File: src/rtl/mips_ctrl_pkg.sv
// Shared control types for the EX/WB boundary: write-back source select,
// multiply opcodes and the iterative multiplier's state encoding.
package mips_ctrl_pkg;

  typedef enum logic [1:0] {
    REGSEL_ALU = 2'd0,
    REGSEL_HI  = 2'd1,
    REGSEL_LO  = 2'd2
  } regsel_t;

  localparam logic [3:0] ALU_OP_MULT  = 4'b0110;
  localparam logic [3:0] ALU_OP_MULTU = 4'b0111;

  typedef enum logic [1:0] {
    IDLE = 2'd0,
    BUSY = 2'd1,
    DONE = 2'd2
  } mult_state_t;

  // Only the signed opcode gets sign handling; any other opcode arriving with
  // the HI/LO enable is treated as unsigned.
  function automatic logic isSignedMult(input logic [3:0] op);
    return op == ALU_OP_MULT;
  endfunction

endpackage

File: src/rtl/hilo_wb_stage_mult_iter.sv
// mult_iter: unsigned WIDTH x WIDTH shift-add multiplier core.
// i_start loads the operands; one partial product is accumulated per cycle,
// and o_last flags the cycle in which the final step is taken, so the product
// is complete from the following cycle on.
module mult_iter
  import mips_ctrl_pkg::*;
#(
  parameter int WIDTH = 32
) (
  input  logic                 clk,
  input  logic                 rst,
  input  logic                 i_start,
  input  logic [WIDTH-1:0]     i_a,
  input  logic [WIDTH-1:0]     i_b,
  output logic [2*WIDTH-1:0]   o_product,
  output logic                 o_last
);

  localparam int CW = (WIDTH > 1) ? $clog2(WIDTH) : 1;
  localparam logic [CW-1:0] LAST_STEP = CW'(WIDTH - 1);

  logic [2*WIDTH-1:0] r_mcand;
  logic [2*WIDTH-1:0] r_prod;
  logic [WIDTH-1:0]   r_mplier;
  logic [CW-1:0]      r_cnt;
  logic               r_run;
  logic [2*WIDTH-1:0] w_addend;

  assign w_addend  = r_mplier[0] ? r_mcand : '0;
  assign o_product = r_prod;
  assign o_last    = r_run && (r_cnt == LAST_STEP);

  // Load on start, then add the shifted multiplicand whenever the current multiplier bit is set.
  always_ff @(posedge clk) begin
    if (rst) begin
      r_mcand  <= '0;
      r_prod   <= '0;
      r_mplier <= '0;
      r_cnt    <= '0;
      r_run    <= 1'b0;
    end else if (i_start) begin
      r_mcand  <= {{WIDTH{1'b0}}, i_a};
      r_prod   <= '0;
      r_mplier <= i_b;
      r_cnt    <= '0;
      r_run    <= 1'b1;
    end else if (r_run) begin
      r_prod   <= r_prod + w_addend;
      r_mcand  <= r_mcand << 1;
      r_mplier <= r_mplier >> 1;
      r_cnt    <= r_cnt + 1'b1;
      if (r_cnt == LAST_STEP) begin
        r_run <= 1'b0;
      end
    end
  end

endmodule

File: src/rtl/hilo_wb_stage.sv
// hilo_wb_stage: executes mult/multu into HI/LO, owns the GPIO output register
// and the GPIO input synchronizer, and registers the EX->WB write-back bundle.
// Build option: HILO_FAST_MULT_EN selects a single-cycle combinational
// multiply with no stall; left undefined, an iterative FSM around mult_iter
// is used and stall_EX holds the pipeline while it runs.
module hilo_wb_stage
  import mips_ctrl_pkg::*;
#(
  parameter int WIDTH       = 32,
  parameter int SYNC_STAGES = 2
) (
  input  logic             clk,
  input  logic             rst,
  input  logic [3:0]       alu_op_EX,
  input  logic             enhilo_EX,
  input  logic [1:0]       regsel_EX,
  input  logic             regwrite_EX,
  input  logic             rdrt_EX,
  input  logic             GPIO_OUT,
  input  logic             GPIO_IN,
  input  logic [4:0]       rt_addr_EX,
  input  logic [4:0]       rd_addr_EX,
  input  logic [WIDTH-1:0] rs_data_EX,
  input  logic [WIDTH-1:0] rt_data_EX,
  input  logic [WIDTH-1:0] alu_result_EX,
  input  logic [WIDTH-1:0] gpio_in,
  output logic             stall_EX,
  output logic [WIDTH-1:0] gpio_out,
  output logic             regwrite_WB,
  output logic [4:0]       regdest_WB,
  output logic [WIDTH-1:0] writedata_WB,
  output logic [WIDTH-1:0] hi_o,
  output logic [WIDTH-1:0] lo_o
);

  logic [WIDTH-1:0] r_hi;
  logic [WIDTH-1:0] r_lo;
  logic [WIDTH-1:0] r_gpioOut;
  logic [WIDTH-1:0] r_sync [SYNC_STAGES];
  logic             r_wbWrite;
  logic [4:0]       r_wbDest;
  logic [WIDTH-1:0] r_wbData;

  logic             w_stall;
  logic             w_signedOp;
  logic [4:0]       w_regdest;
  logic [WIDTH-1:0] w_wbData;

  assign w_signedOp = isSignedMult(alu_op_EX);

`ifdef HILO_FAST_MULT_EN

  logic [2*WIDTH-1:0] w_opA;
  logic [2*WIDTH-1:0] w_opB;
  logic [2*WIDTH-1:0] w_fastProd;

  // Extending to 2*WIDTH first makes the low 2*WIDTH product bits correct for both signednesses.
  assign w_opA      = w_signedOp ? {{WIDTH{rs_data_EX[WIDTH-1]}}, rs_data_EX} : {{WIDTH{1'b0}}, rs_data_EX};
  assign w_opB      = w_signedOp ? {{WIDTH{rt_data_EX[WIDTH-1]}}, rt_data_EX} : {{WIDTH{1'b0}}, rt_data_EX};
  assign w_fastProd = w_opA * w_opB;
  assign w_stall    = 1'b0;

  // HI/LO take the full product at the end of the cycle the multiply is in EX.
  always_ff @(posedge clk) begin
    if (rst) begin
      r_hi <= '0;
      r_lo <= '0;
    end else if (enhilo_EX) begin
      {r_hi, r_lo} <= w_fastProd;
    end
  end

`else

  mult_state_t        r_state;
  mult_state_t        w_next;
  logic               r_negate;
  logic               w_start;
  logic               w_last;
  logic               w_writeHilo;
  logic [WIDTH-1:0]   w_absA;
  logic [WIDTH-1:0]   w_absB;
  logic [2*WIDTH-1:0] w_iterProd;
  logic [2*WIDTH-1:0] w_finalProd;

  // The core multiplies magnitudes; the most negative value maps onto itself, which reads correctly as unsigned.
  assign w_absA      = (w_signedOp && rs_data_EX[WIDTH-1]) ? -rs_data_EX : rs_data_EX;
  assign w_absB      = (w_signedOp && rt_data_EX[WIDTH-1]) ? -rt_data_EX : rt_data_EX;
  assign w_finalProd = r_negate ? -w_iterProd : w_iterProd;

  // Accept stalls immediately, BUSY stalls until the last step, DONE releases the stall and writes HI/LO.
  always_comb begin
    w_next      = r_state;
    w_start     = 1'b0;
    w_stall     = 1'b0;
    w_writeHilo = 1'b0;
    case (r_state)
      IDLE: begin
        if (enhilo_EX) begin
          w_start = 1'b1;
          w_stall = 1'b1;
          w_next  = BUSY;
        end
      end
      BUSY: begin
        w_stall = 1'b1;
        if (w_last) begin
          w_next = DONE;
        end
      end
      DONE: begin
        w_writeHilo = 1'b1;
        w_next      = IDLE;
      end
      default: begin
        w_next = IDLE;
      end
    endcase
  end

  // Multiplier FSM state register; reset aborts any multiply in flight.
  always_ff @(posedge clk) begin
    if (rst) begin
      r_state <= IDLE;
    end else begin
      r_state <= w_next;
    end
  end

  // Result sign is captured at accept since the operands are only guaranteed stable while stalled.
  always_ff @(posedge clk) begin
    if (rst) begin
      r_negate <= 1'b0;
    end else if (w_start) begin
      r_negate <= w_signedOp && (rs_data_EX[WIDTH-1] ^ rt_data_EX[WIDTH-1]);
    end
  end

  // HI/LO are written at the end of DONE so an mfhi/mflo in the next cycle sees the new value.
  always_ff @(posedge clk) begin
    if (rst) begin
      r_hi <= '0;
      r_lo <= '0;
    end else if (w_writeHilo) begin
      {r_hi, r_lo} <= w_finalProd;
    end
  end

  mult_iter #(
    .WIDTH(WIDTH)
  ) u_multIter (
    .clk      (clk),
    .rst      (rst),
    .i_start  (w_start),
    .i_a      (w_absA),
    .i_b      (w_absB),
    .o_product(w_iterProd),
    .o_last   (w_last)
  );

`endif

  // Destination select and write-back source mux; GPIO read shares the HI select.
  always_comb begin
    w_regdest = rdrt_EX ? rt_addr_EX : rd_addr_EX;
    w_wbData  = alu_result_EX;
    case (regsel_t'(regsel_EX))
      REGSEL_HI: w_wbData = GPIO_IN ? r_sync[SYNC_STAGES-1] : r_hi;
      REGSEL_LO: w_wbData = r_lo;
      default:   w_wbData = alu_result_EX;
    endcase
  end

  // gpio_in crosses in through a plain flop chain; the last stage is what software reads.
  always_ff @(posedge clk) begin
    if (rst) begin
      for (int i = 0; i < SYNC_STAGES; i++) begin
        r_sync[i] <= '0;
      end
    end else begin
      r_sync[0] <= gpio_in;
      for (int i = 1; i < SYNC_STAGES; i++) begin
        r_sync[i] <= r_sync[i-1];
      end
    end
  end

  // GPIO output register only updates when the writing instruction actually retires.
  always_ff @(posedge clk) begin
    if (rst) begin
      r_gpioOut <= '0;
    end else if (GPIO_OUT && !w_stall) begin
      r_gpioOut <= alu_result_EX;
    end
  end

  // EX->WB register; a stalled cycle becomes a bubble and writes to $0 are dropped.
  always_ff @(posedge clk) begin
    if (rst) begin
      r_wbWrite <= 1'b0;
      r_wbDest  <= '0;
      r_wbData  <= '0;
    end else if (w_stall) begin
      r_wbWrite <= 1'b0;
    end else begin
      r_wbWrite <= regwrite_EX && (w_regdest != 5'd0);
      r_wbDest  <= w_regdest;
      r_wbData  <= w_wbData;
    end
  end

  assign stall_EX     = w_stall;
  assign gpio_out     = r_gpioOut;
  assign regwrite_WB  = r_wbWrite;
  assign regdest_WB   = r_wbDest;
  assign writedata_WB = r_wbData;
  assign hi_o         = r_hi;
  assign lo_o         = r_lo;

endmodule

File: config.mk
export PLATFORM = sky130hd
export DESIGN_NAME = hilo_wb_stage
export DESIGN_NICKNAME = d
export VERILOG_FILES = /design/src/rtl/mips_ctrl_pkg.sv /design/src/rtl/hilo_wb_stage_mult_iter.sv /design/src/rtl/hilo_wb_stage.sv
export SDC_FILE = /design/constraint.sdc
export NUM_CORES = 1
export LEC_CHECK = 0
export CAP_MARGIN = 20
export CORE_MARGIN = 1
export CORE_UTILIZATION = 35
export CTS_CLUSTER_DIAMETER = 100
export DETAILED_ROUTE_END_ITERATION = 8
export HOLD_SLACK_MARGIN = 0.08
export PLACE_DENSITY = 0.63
export SETUP_SLACK_MARGIN = 0.3
export SLEW_MARGIN = 25
export SYNTH_ARGS = -nofsm -noshare
export SYNTH_HDL_FRONTEND = slang
export SYNTH_SLANG_ARGS = --single-unit
export TNS_END_PERCENT = 10
File: constraint.sdc
create_clock -name clk -period 8.24 [get_ports clk]
set_input_delay 0.824 -clock clk [delete_from_list [all_inputs] [get_ports clk]]
set_output_delay 0.824 -clock clk [all_outputs]
set_load 0.005 [all_outputs]
==> run metrics, run 1 <==
worst flop-to-flop path startpoint u_multIter.r_mplier[0]; routability congestion estimate from global placement 0.935; category of the most critical setup path reg -> reg; number of hold-slack violations in the final timing report 0; pin slew with the least headroom to its limit 991 ps; CP Data Required Time 8670 ps; number of search-and-repair iterations in the first detailed-routing pass 5; hold_sp r_sync[0][13]; Synth-to-Final Area Change 24.2%; total detailed-routing wirelength 64700 um; Period minus WS final 4510 ps; Die X 243 um; Fin Clk Skew 22.8 ps; CP max stage delay 730 ps; Crit Path Max Fanout 41; worst setup slack for register-to-register paths 3730 ps; buffers inserted by post-CTS timing repair 0; number of different library cells in the post-synthesis netlist 69; number of hold-repair buffers added at the cts stage 0; post-synth top area cell sky130_fd_sc_hd__dfxtp_1; final-report max-slew violation count 0; count of synthesis-stage warnings from yosys 0; setup repair after global routing missed its margin no; layout filler cell count 5638; area occupied by multi-input gates 12300 um^2; asr flop ratio synth 0; count of unresolved DRC violations after routing 0; startpoint type of the worst setup path register; Ports 286; worst min-delay path class reg -> reg; port buffer count 285; clock slew seen by the registers of the worst setup and hold paths 60 ps; sequential element share of the synthesized area 0.360; dominant register cell in the synthesized netlist sky130_fd_sc_hd__dfxtp_1; Final setup violation count 0; mean routed wirelength per cell 18.6 um; total area of sequential cells 7360 um^2; #FFs+latches synth 367; status finished, final reports clean; diode insertion count for antenna repair 0; H-Tree Depth 2; worst hold endpoint r_sync[0][45]; initial core utilization 0.354; Synth top area share 0.360; dominant cells by area after synthesis sky130_fd_sc_hd__dfxtp_1, sky130_fd_sc_hd__mux2i_1, sky130_fd_sc_hd__nor2_1; TritonCTS clock tree yes; die height 243 um; number of nets produced by synthesis 2716; number of maximum-capacitance violations 0; number of design-rule violations left by the first detailed-router iteration 1086; total vias in the final route 18600; total CTS buffers 44; cell count after synthesis 2494; mean number of vias per cell 5.35; Root Driver sky130_fd_sc_hd__clkbuf_16; maximum clock insertion buffer count 3; FF-to-FF path depth 16; areal power density over the cells 177 nW/um^2; TritonCTS Sinks 367; setup_tns 0 ps; setup slack after placement 3710 ps; global-route wire length before repair 100000 um; area of the die 59200 um^2; placement row count 88; Achievable Freq 0.222 GHz; total congestion overflow 0; leakage power figure 0.00957 uW; Mean Syn Cell Area 8.18 um^2; antenna violations before repair 1; worst IR drop on VDD 0.133 mV; CP Capture Type register; cell type of the slowest stage on the worst timing path sky130_fd_sc_hd__dfxtp_2; Worst Setup Slack, final 3730 ps; Critical Path AT 4940 ps; sequence of cells on the critical path buf_4, and2_1, ha_1, inv_1, fa_1, nor2b_1, o31a_1, o2111ai_1, a21oi_1, a31oi_1, o41ai_1, buf_4, a21oi_1, o41ai_1, xnor2_1, o21ai_0; vias in the first global route 17800; total core area 57600 um^2; Worst Hold Depth 1; worst slew margin relative to its limit 0.340; hpwl dp 49300 um; pin count of the biggest net entering global routing 117; post-synth design cell area 20400 um^2; final clock period utilization by the worst path 0.548; fraction of final layout cells sized beyond drive strength 1 0.0583; post-route ant nets 0; Post-synth EDFFs 0; cts repair resizes 0; insertion delay of the later-clocked pin in the worst-skew pair 590 ps; nets 2899; all-layer global routing usage 0.211; endpoint of the most critical register-to-register path u_multIter.o_product[60]
[worst max path at each step]
| stage | from | end | slack (ps) | cells past startpoint |
|---|---|---|---|---|
| CTS | u_multIter.r_mplier[0] | u_multIter.o_product[60] | 3710 | 16 |
| global route | u_multIter.r_mplier[0] | u_multIter.o_product[60] | 3390 | 16 |
| detailed placement | u_multIter.r_mplier[0] | u_multIter.o_product[60] | 3710 | 16 |
| global placement | u_multIter.r_mplier[0] | u_multIter.o_product[60] | 3410 | 16 |
| finish | u_multIter.r_mplier[0] | u_multIter.o_product[60] | 3730 | 16 |
| floorplan | u_multIter.r_mplier[0] | u_multIter.o_product[60] | 4420 | 16 |
[cells in the final DEF, fill, tap and decap left out, types with 27 or more instances in the layout]
cell type,netlist,routed
sky130_fd_sc_hd__a21o_1,27,27
sky130_fd_sc_hd__nor3_1,33,33
sky130_fd_sc_hd__a22oi_1,32,32
sky130_fd_sc_hd__clkdlybuf4s50_1,0,284
sky130_fd_sc_hd__nor2b_1,78,77
sky130_fd_sc_hd__nand2_1,267,265
sky130_fd_sc_hd__a21oi_1,193,193
sky130_fd_sc_hd__mux2i_1,132,132
sky130_fd_sc_hd__nor2_1,293,292
sky130_fd_sc_hd__nand4_1,27,27
sky130_fd_sc_hd__dfxtp_1,367,364
sky130_fd_sc_hd__o31ai_1,33,33
sky130_fd_sc_hd__xor2_1,84,84
sky130_fd_sc_hd__a211oi_1,121,121
sky130_fd_sc_hd__mux2_2,33,33
sky130_fd_sc_hd__clkbuf_16,0,45
sky130_fd_sc_hd__o21ai_0,119,119
sky130_fd_sc_hd__and2_1,73,73
sky130_fd_sc_hd__ha_1,70,69
sky130_fd_sc_hd__xnor2_1,89,89
sky130_fd_sc_hd__inv_1,37,37
[registers in the layout, indices dropped and copies added (netlist names), 2 cells and up]
name                  flops
gpio_out                 32
hi_o                     32
lo_o                     32
r_state                   2
r_sync                   64
regdest_WB                5
u_multIter.o_product     64
u_multIter.r_cnt          5
u_multIter.r_mcand       64
u_multIter.r_mplier      32
writedata_WB             32
[metrics by stage]
step                 util  std cells  cell area, um^2  hold slack, ps  total power, uW
detailed placement  0.412       3396            23700             424             2420
CTS                 0.440       3477            25300             447             4520
global placement    0.412       3396            23700             420             2410
global route        0.440       3477            25300             451             4640
floorplan               -       2494            20400             414             2200
finish              0.440       3477            25300             440             4470
[critical path, delay by kind of cell (launching register included)]
kind	cells	cell delay [ps]
AOI/OAI and AO/OA	8	1950
DFF	1	730
buffers and inverters	3	600
adders and majority gates	2	540
and+or+nand+nor	2	380
xor gates and xnor gates	1	160
[cell usage after synthesis (all sizes together), types with 27 or more instances]
cell type	n
dfxtp	367
nor2	293
nand2	267
a21oi	193
clkbuf	138
mux2i	132
a211oi	122
o21ai	119
xnor2	89
xor2	84
nor2b	78
and2	73
ha	70
inv	37
mux2	33
nor3	33
o31ai	33
a22oi	32
buf	28
nand4	28
a21o	27
[kinds of logic (layout without fill, tap and decap cells)]
family / count (synthesis) / in the layout / synth area share
AO/OA/AOI/OAI: 621 / 621 / 0.194
XOR/XNOR: 173 / 173 / 0.0743
adder cells (fa/ha/maj): 71 / 71 / 0.0439
buffers and inverters: 203 / 421 / 0.0377
flip-flops: 367 / 367 / 0.360
multiplexers: 165 / 165 / 0.0830
AND/OR/NAND/NOR: 894 / 894 / 0.207
[power by group]
part / internal (uW) / leakage, uW / switching (uW)
clock: 1280 / 0.000773 / 812
combinational: 228 / 0.00580 / 255
sequential: 1840 / 0.00299 / 55.4
total: 3350 / 0.00957 / 1120
[routing by layer]
layer	GRT usage	vias to the layer above	share of wire
li1	-	9188	-
met1	0.282	8727	0.45
met2	0.341	579	0.45
met3	0.0391	103	0.067
met4	0.0671	2	0.028
met5	0	-	0.00019
[area by class of cell]
type	count	share of cell area
timing repair buffer	303	0.118
clock inverter	26	0.0139
tap	765	0.0378
clock buffer	55	0.0483
sequential	367	0.290
inverter	37	0.00548
multi-input combinational	1924	0.486
Power figures use the tool's default switching activity.
==> run 2: changes to the inputs <==
==> constraint.sdc (replaced) <==
create_clock -name clk -period 4.35 [get_ports clk]
set_input_delay 0.435 -clock clk [delete_from_list [all_inputs] [get_ports clk]]
set_output_delay 0.435 -clock clk [all_outputs]
set_load 0.005 [all_outputs]
==> run 2 against run 1 <==
Against the previous run:
- core utilization is 0.23 points higher
- clock power up 81%
- die area did not move
- critical endpoint unchanged
- largest cell class unchanged
- sequential share of layout area shrank 0.15 points
- clock skew increased by 7.3 ps
- global-route usage rose by 0.50 points
- critical path depth fell by 1
- worst hold slack worse by 190 ps
- setup slack got worse by 3200 ps
- non-clock buffer count increased by 25
- via count decreased by 0.28%
==> run metrics, run 2 (synthesis results as in run 1) <==
setup repair after global routing missed its margin no; sequence of cells on the critical path and2_1, ha_1, inv_1, fa_1, nor2b_1, o31a_1, o2111ai_1, a21oi_2, a31oi_1, o41ai_1, buf_4, a21oi_1, o41ai_2, xnor2_1, o21ai_0; pin slew with the least headroom to its limit 1020 ps (+29.6 ps); leakage power figure 0.00967 uW (+1.1%); pin count of the biggest net entering global routing 107 (-8.5%); startpoint type of the worst setup path register; hpwl dp 50800 um (+2.9%); placement row count 88 (unchanged); Crit Path Max Fanout 5 (-88%); total CTS buffers 44 (unchanged); CP Capture Type register; routability congestion estimate from global placement 0.915 (-2.1%); clock slew seen by the registers of the worst setup and hold paths 60 ps (about the same); Synth-to-Final Area Change 24.9%; nets 2924 (+0.86%); total vias in the final route 18500 (-0.28%); total detailed-routing wirelength 66300 um (+2.6%); category of the most critical setup path reg -> reg; vias in the first global route 18100 (+1.6%); areal power density over the cells 327 nW/um^2 (+85%); H-Tree Depth 2 (unchanged); post-route ant nets 0 (unchanged); CP startpoint u_multIter.r_mplier[0]; total congestion overflow 0 (unchanged); highest-count cells in the layout ignoring fill and taps sky130_fd_sc_hd__dfxtp_1, sky130_fd_sc_hd__nor2_1, sky130_fd_sc_hd__clkdlybuf4s50_1; die height 243 um (unchanged); number of buffers and inverters on the critical path 2 (-1); buffers inserted by post-CTS timing repair 0 (unchanged); CP max stage delay 440 ps (-290 ps); TritonCTS Sinks 367 (unchanged); worst min-delay path class in -> reg; TritonCTS clock tree yes; layout filler cell count 5642 (+0.071%); Fin Clk Skew 30.2 ps (+7.33 ps); fraction of final layout cells sized beyond drive strength 1 0.0669 (+0.00860); port buffer count 285 (unchanged); initial core utilization 0.354 (unchanged); antenna violations before repair 1 (unchanged); cell type of the slowest stage on the worst timing path sky130_fd_sc_hd__dfxtp_2; final-report max-slew violation count 0 (unchanged); final clock period utilization by the worst path 0.880 (+0.332); area occupied by multi-input gates 12300 um^2 (about the same); total core area 57600 um^2 (unchanged); Period minus WS final 3830 ps (-688 ps); worst flop-to-flop path startpoint u_multIter.r_mplier[0]; Critical Path AT 4290 ps (-650 ps); Final setup violation count 0 (unchanged); setup_tns 0 ps (unchanged); all-layer global routing usage 0.216 (+0.00500); worst IR drop on VDD 0.262 mV (+98%); global-route wire length before repair 102000 um (+1.7%); setup slack after placement 489 ps (-3220 ps); Worst Setup Slack, final 524 ps (-3200 ps); count of unresolved DRC violations after routing 0 (unchanged); number of design-rule violations left by the first detailed-router iteration 1051 (-3.2%); worst slew margin relative to its limit 0.319 (-0.0204); number of hold-slack violations in the final timing report 0 (unchanged); status finished, final reports clean; CP Data Required Time 4810 ps (-3860 ps); number of maximum-capacitance violations 0 (unchanged); maximum clock insertion buffer count 3 (unchanged); total area of sequential cells 7360 um^2 (unchanged); Die X 243 um (unchanged); area of the die 59200 um^2 (unchanged); mean routed wirelength per cell 18.9 um (+1.8%); mean number of vias per cell 5.29 (-1.0%); Ports 286 (unchanged); CP top delay family compound AO/OA/AOI/OAI gates; Root Driver sky130_fd_sc_hd__clkbuf_16; commonest non-fill, non-tap cell in the layout sky130_fd_sc_hd__dfxtp_1; number of search-and-repair iterations in the first detailed-routing pass 5 (unchanged); hold_sp rst; Achievable Freq 0.261 GHz (+18%); insertion delay of the later-clocked pin in the worst-skew pair 580 ps (about the same)
-- run 2: cell count changes in the layout (fill, tap and decap cells not counted), sizes merged --
cell / previous run / this run
clkbuf: 55 / 56
diode: 0 / 1
clkinvlp: 4 / 2
buf: 19 / 43
bufinv: 7 / 5
clkinv: 12 / 14
inv: 40 / 42
-- run 2: area by class of cell --
class	instances	share of cell area
Antenna cell	1	0.0000983
Clock buffer	55	0.0464
Clock inverter	26	0.0118
Inverter	37	0.00545
Multi-Input combinational cell	1924	0.484
Sequential cell	367	0.289
Tap cell	765	0.0376
Timing Repair Buffer	328	0.126
-- run 2: power breakdown --
| part | total (uW) | internal (uW) | switching, uW |
|---|---|---|---|
| clock network | 3800 | 2250 | 1550 |
| registers | 3580 | 3490 | 95.3 |
| logic | 938 | 440 | 498 |
| total | 8320 | 6170 | 2140 |
-- run 2: routing by layer --
layer	wire length [um]	GRT usage
met1	30100	0.282
met2	30300	0.354
met3	3840	0.0382
met4	2140	0.0777
met5	0	0
-- run 2: worst reg2reg max path, cell delays in order, from the launching register on --
cell,delay [ps]
sky130_fd_sc_hd__dfxtp_2,440
sky130_fd_sc_hd__and2_1,170
sky130_fd_sc_hd__ha_1,230
sky130_fd_sc_hd__inv_1,70
sky130_fd_sc_hd__fa_1,380
sky130_fd_sc_hd__nor2b_1,210
sky130_fd_sc_hd__o31a_1,250
sky130_fd_sc_hd__o2111ai_1,200
sky130_fd_sc_hd__a21oi_2,210
sky130_fd_sc_hd__a31oi_1,160
sky130_fd_sc_hd__o41ai_1,400
sky130_fd_sc_hd__buf_4,200
sky130_fd_sc_hd__a21oi_1,160
sky130_fd_sc_hd__o41ai_2,410
sky130_fd_sc_hd__xnor2_1,150
sky130_fd_sc_hd__o21ai_0,80
-- run 2: timing repair --
action / CTS / global route
gates resized for setup: 0 / 3
hold buffers: 0 / 0
endpoints found under the hold margin: 0 / 0
endpoints found under the setup margin: 0 / 2
-- run 2: path summary, 6_finish.rpt --
| check | slack [ps] | cells after the start | to |
|---|---|---|---|
| max | 520 | 15 | u_multIter.o_product[60] |
| min | 250 | 2 | lo_o[11] |
| max reg2reg | 520 | 15 | u_multIter.o_product[60] |
| min reg2reg | 440 | 1 | r_sync[0][40] |
-- run 2: stage by stage --
| stage | total power, uW | instances | hold slack [ps] | utilization | area [um^2] |
|---|---|---|---|---|---|
| final | 8320 | 3503 | 252 | 0.442 | 25500 |
| after global routing | 8630 | 3503 | 237 | 0.442 | 25500 |
| after CTS | 8400 | 3501 | 219 | 0.441 | 25400 |
| after detailed placement | 4590 | 3420 | 423 | 0.416 | 23900 |
| after global placement | 4580 | 3420 | 426 | 0.416 | 23900 |
| after floorplan | 4160 | 2494 | 414 | - | 20400 |
==> RTL edit 1 (config.mk and constraints of run 1) <==
`WIDTH` is set to 32 in 2 places; all go to 16.
--- a/src/rtl/hilo_wb_stage_mult_iter.sv
+++ b/src/rtl/hilo_wb_stage_mult_iter.sv
@@ -7,3 +7,3 @@
 #(
-  parameter int WIDTH = 32
+  parameter int WIDTH = 16
 ) (
--- a/src/rtl/hilo_wb_stage.sv
+++ b/src/rtl/hilo_wb_stage.sv
@@ -8,3 +8,3 @@
 #(
-  parameter int WIDTH       = 32,
+  parameter int WIDTH       = 16,
   parameter int SYNC_STAGES = 2
Interface: changed (8 resized); port bits go from 286 to 158. No check against the original RTL was run, so the function may have changed too.
==> RTL edit 1 against run 1 <==
- clock skew is 0.010 ns lower
- design area is 50% lower
- synthesized area is 50% lower
- critical path type unchanged
- largest power group is now registers
- non-clock buffer count is 139 lower
- cell count is 51% lower
- sequential cell count is 177 lower
- power is 55% lower
- sequential share of layout area is 1.1 points higher
- largest cell class unchanged
- fmax is 21% higher
- setup slack better by 0.77 ns
- utilization hardly changed
- routed wire length is 59% lower
==> RTL edit 1: results (changes against run 1) <==
<table>
<tr><th>Metric</th><th>Value</th></tr>
<tr><th colspan="2">Global route</th></tr>
<tr><td>Vias in the first global route</td><td>8150 (-54%)</td></tr>
<tr><td>Number of antenna violations at the first check in global routing</td><td>0 (-1)</td></tr>
<tr><td>First-pass GRT wire length</td><td>42.8 mm (-57%)</td></tr>
<tr><th colspan="2">Worst setup path</th></tr>
<tr><td>Arrival time worst endpoint</td><td>4.06 ns (-0.88 ns)</td></tr>
<tr><td>Biggest fanout along the worst timing path</td><td>34 (-17%)</td></tr>
<tr><td>Cell with the largest stage delay on the worst path</td><td>sky130_fd_sc_hd__a2111oi_0</td></tr>
<tr><th colspan="2">Final layout</th></tr>
<tr><td>Final net count</td><td>1445 (-50%)</td></tr>
<tr><td>Fraction of layout instances using a drive strength above 1</td><td>5.10% (-0.72 points)</td></tr>
<tr><td>Fill cells</td><td>2838 (-50%)</td></tr>
<tr><th colspan="2">Routing</th></tr>
<tr><td>Final WL</td><td>26.5 mm (-59%)</td></tr>
<tr><td>Vias per cell</td><td>5.11 (-4.5%)</td></tr>
<tr><td>Initial DRC Count</td><td>498 (-54%)</td></tr>
<tr><th colspan="2">Synthesis</th></tr>
<tr><td>Synthesized Nets</td><td>1338 (-51%)</td></tr>
<tr><td>Count of distinct cell types in the synthesized netlist</td><td>62 (-10%)</td></tr>
<tr><td>Most numerous cell types in the synthesized netlist</td><td>sky130_fd_sc_hd__dfxtp_1 (190), sky130_fd_sc_hd__nor2_1 (153), sky130_fd_sc_hd__nand2_1 (117)</td></tr>
<tr><td>Sequential fraction of the synthesis area</td><td>37.3% (+1.3 points)</td></tr>
<tr><th colspan="2">Clock tree</th></tr>
<tr><td>H-Tree Depth</td><td>4 (+2)</td></tr>
<tr><td>Latest clock arrival within the worst-skew pair</td><td>0.43 ns (-0.16 ns)</td></tr>
<tr><td>Number of buffers inserted during clock tree synthesis</td><td>17 (-61%)</td></tr>
<tr><td>Post-CTS clock slew at the launch and capture registers of the worst setup and hold paths</td><td>0.08 ns (+0.02 ns)</td></tr>
<tr><th colspan="2">Place</th></tr>
<tr><td>Placement Setup Slack</td><td>4.27 ns (+0.555 ns)</td></tr>
<tr><td>Placed wire-length estimate after detailed placement</td><td>19.6 mm (-60%)</td></tr>
<tr><th colspan="2">Pwr</th></tr>
<tr><td>Worst IR drop on VDD</td><td>0.142 mV (+7.2%)</td></tr>
<tr><td>Leakage dissipation</td><td>4.79 nW (-50%)</td></tr>
<tr><th colspan="2">Timing</th></tr>
<tr><td>Final setup skew</td><td>0.0125 ns (-0.0104 ns)</td></tr>
<tr><th colspan="2">Status</th></tr>
<tr><td>Status</td><td>finished clean</td></tr>
</table>
RTL edit 1: changes by cell type after synthesis, sizes merged, moves of 36 or more:
cell	run 1	this run
dfxtp	367	190
clkbuf	138	54
nand2	267	117
a21oi	193	68
o21ai	119	54
xnor2	89	40
nor2	293	153
mux2i	132	69
a211oi	122	60
and2	73	36
nor2b	78	42
xor2	84	39
RTL edit 1: through the flow:
stage	power [mW]	hold slack, ns	area [um2]	instances
6_report	2.03	0.432	12600	1717
5_1_grt	2.11	0.439	12600	1717
4_1_cts	2.05	0.432	12600	1716
3_5_place_dp	1.24	0.421	12000	1684
3_3_place_gp	1.24	0.420	12000	1684
2_1_floorplan	1.13	0.414	10200	1213
RTL edit 1: area by class of cell:
type / count / area share [%]
clock inverter: 14 / 1.29
clock buffer: 18 / 3.40
inverter: 18 / 0.535
tap: 384 / 3.80
multi-input combinational: 929 / 47.8
sequential: 190 / 30.2
timing repair buffer: 164 / 13.0
RTL edit 1: metal layers:
layer  GRT usage (%)  vias to the layer above  wire length [um]
li1                -                     4517                 -
met1            24.3                     4049             13100
met2            28.0                      186             11900
met3            3.28                       21              1110
met4            4.39                        0               333
met5               0                        -                 0
RTL edit 1: worst max-delay path, delay by kind of cell (launching register included):
family          cells  cell delay, ns
compound gates      7            1.88
fa+ha+maj           2            0.58
buf+inv             1            0.07
flops               1            0.69
simple gates        2            0.43
RTL edit 1: path summary, 6_finish.rpt:
| path | cells past startpoint | startpoint | endpoint | slack [ns] |
|---|---|---|---|---|
| max | 12 | u_multIter.r_mplier[0] | u_multIter.o_product[24] | 4.50 |
| min reg2reg | 1 | r_sync[0][10] | r_sync[0][26] | 0.43 |
| max reg2reg | 12 | u_multIter.r_mplier[0] | u_multIter.o_product[24] | 4.50 |
| min | 1 | r_sync[0][10] | r_sync[0][26] | 0.43 |
RTL edit 1: kinds of logic after synthesis:
logic type      after synthesis  synth area share (%)
compound gates              288                  18.8
buf+inv                      94                  3.61
xor+xnor                     79                  6.78
mux                          85                  8.54
fa+ha+maj                    38                  4.74
flops                       190                  37.3
simple gates                439                  20.2
RTL edit 1: power by group:
part           switching [mW]  total (mW)  internal (mW)
Sequential             0.0297       0.981          0.952
Clock                   0.405       0.815          0.410
Combinational           0.119       0.236          0.117
Total                   0.554        2.03           1.48
==> RTL edit 2 (flow settings as in run 1) <==
Without the edit above. The 3 states of `mult_state_t` get a one-hot encoding in 3 bits.
--- a/src/rtl/mips_ctrl_pkg.sv
+++ b/src/rtl/mips_ctrl_pkg.sv
@@ -13,6 +13,6 @@
 
-  typedef enum logic [1:0] {
-    IDLE = 2'd0,
-    BUSY = 2'd1,
-    DONE = 2'd2
+  typedef enum logic [2:0] {
+    IDLE = 3'b001,
+    BUSY = 3'b010,
+    DONE = 3'b100
   } mult_state_t;
Behaviour: same outputs for any inputs over 4 cycles, from zero or initial values and one cycle with rst high; so few cycles prove little.
==> RTL edit 2 against run 1 <==
- combinational power up 13%
- critical path type unchanged
- routed wire length down 3.5%
- setup slack improved by 0.32 ns
- design area hardly changed
- power is 1.7% higher
- sequential cell count grew 1
- synthesized area rose by 0.18%
- first-iteration DRC count decreased by 13%
==> RTL edit 2: results (changes against run 1) <==
<table>
<tr><th>Metric</th><th>Value</th></tr>
<tr><th colspan="2">Status</th></tr>
<tr><td>Status</td><td>finished clean</td></tr>
<tr><th colspan="2">Timing</th></tr>
<tr><td>Final setup skew</td><td>0.0202 ns (-0.00266 ns)</td></tr>
<tr><th colspan="2">Place</th></tr>
<tr><td>Number of placed instances with taps included</td><td>3415 (+0.56%)</td></tr>
<tr><td>Global placement routability congestion</td><td>0.940 (+0.57%)</td></tr>
<tr><th colspan="2">Worst setup path</th></tr>
<tr><td>Cell with the largest stage delay on the worst path</td><td>sky130_fd_sc_hd__a211oi_1</td></tr>
<tr><td>Biggest fanout along the worst timing path</td><td>18 (-56%)</td></tr>
<tr><td>Largest stage delay on the critical path</td><td>0.44 ns (-0.29 ns)</td></tr>
<tr><th colspan="2">Synthesis</th></tr>
<tr><td>Sequential fraction of the synthesis area</td><td>36.1% (about the same)</td></tr>
<tr><td>Synthesized Nets</td><td>2738 (+0.81%)</td></tr>
<tr><td>Dominant cells by area after synthesis</td><td>sky130_fd_sc_hd__dfxtp_1 (36%), sky130_fd_sc_hd__nor2_1 (6.8%), sky130_fd_sc_hd__mux2i_1 (6.4%), sky130_fd_sc_hd__a21oi_1 (5.8%), sky130_fd_sc_hd__a211oi_1 (4.7%)</td></tr>
<tr><th colspan="2">Final layout</th></tr>
<tr><td>Fill cells</td><td>5763 (+2.2%)</td></tr>
<tr><td>Multi-input combinational cell count</td><td>1951 (+1.4%)</td></tr>
<tr><td>Multi-input logic area</td><td>12400 um2 (+0.49%)</td></tr>
<tr><td>Sequential share of cell area</td><td>29.1% (+0.036 points)</td></tr>
<tr><td>Filler-free cell count of the finished design</td><td>3493 (+0.46%)</td></tr>
<tr><td>Fraction of layout instances using a drive strength above 1</td><td>5.46% (-0.36 points)</td></tr>
<tr><td>Fraction of area in multi-input gates</td><td>48.8% (+0.19 points)</td></tr>
<tr><th colspan="2">Clock tree</th></tr>
<tr><td>Number of buffers inserted during clock tree synthesis</td><td>43 (-2.3%)</td></tr>
<tr><th colspan="2">Routing</th></tr>
<tr><td>Number of iterations in the first detailed-routing pass</td><td>6 (+1)</td></tr>
<tr><td>Initial DRC Count</td><td>949 (-13%)</td></tr>
<tr><td>Total via count after detailed routing</td><td>18300 (-1.5%)</td></tr>
<tr><td>Wire length the detailed router placed on met1</td><td>29.1 mm (-0.72%)</td></tr>
<tr><td>DR WL met3</td><td>3.68 mm (-15%)</td></tr>
<tr><th colspan="2">Global route</th></tr>
<tr><td>Maximum number of pins on one net before global-route repair</td><td>126 (+7.7%)</td></tr>
<tr><td>Number of antenna violations at the first check in global routing</td><td>3 (+2)</td></tr>
<tr><td>Met3 global-route usage</td><td>3.78% (-0.13 points)</td></tr>
<tr><th colspan="2">Pwr</th></tr>
<tr><td>Leakage dissipation</td><td>9.73 nW (+1.7%)</td></tr>
</table>
RTL edit 2: worst paths after layout:
| check | cells past startpoint | slack, ns | start | to |
|---|---|---|---|---|
| worst max-delay path | 13 | 4.05 | u_multIter.r_mplier[0] | u_multIter.o_product[58] |
| worst min-delay path | 1 | 0.43 | r_sync[0][31] | r_sync[0][63] |
| worst max register to register | 13 | 4.05 | u_multIter.r_mplier[0] | u_multIter.o_product[58] |
| worst min register to register | 1 | 0.43 | r_sync[0][31] | r_sync[0][63] |
RTL edit 2: cells by family after synthesis:
kind of cell | count (synthesis) | share of synthesized area [%]
AO/OA/AOI/OAI | 631 | 19.5
XOR/XNOR | 171 | 7.33
adder cells (fa/ha/maj) | 71 | 4.38
buffers and inverters | 197 | 3.63
flip-flops | 368 | 36.1
multiplexers | 163 | 8.19
AND/OR/NAND/NOR | 915 | 20.9
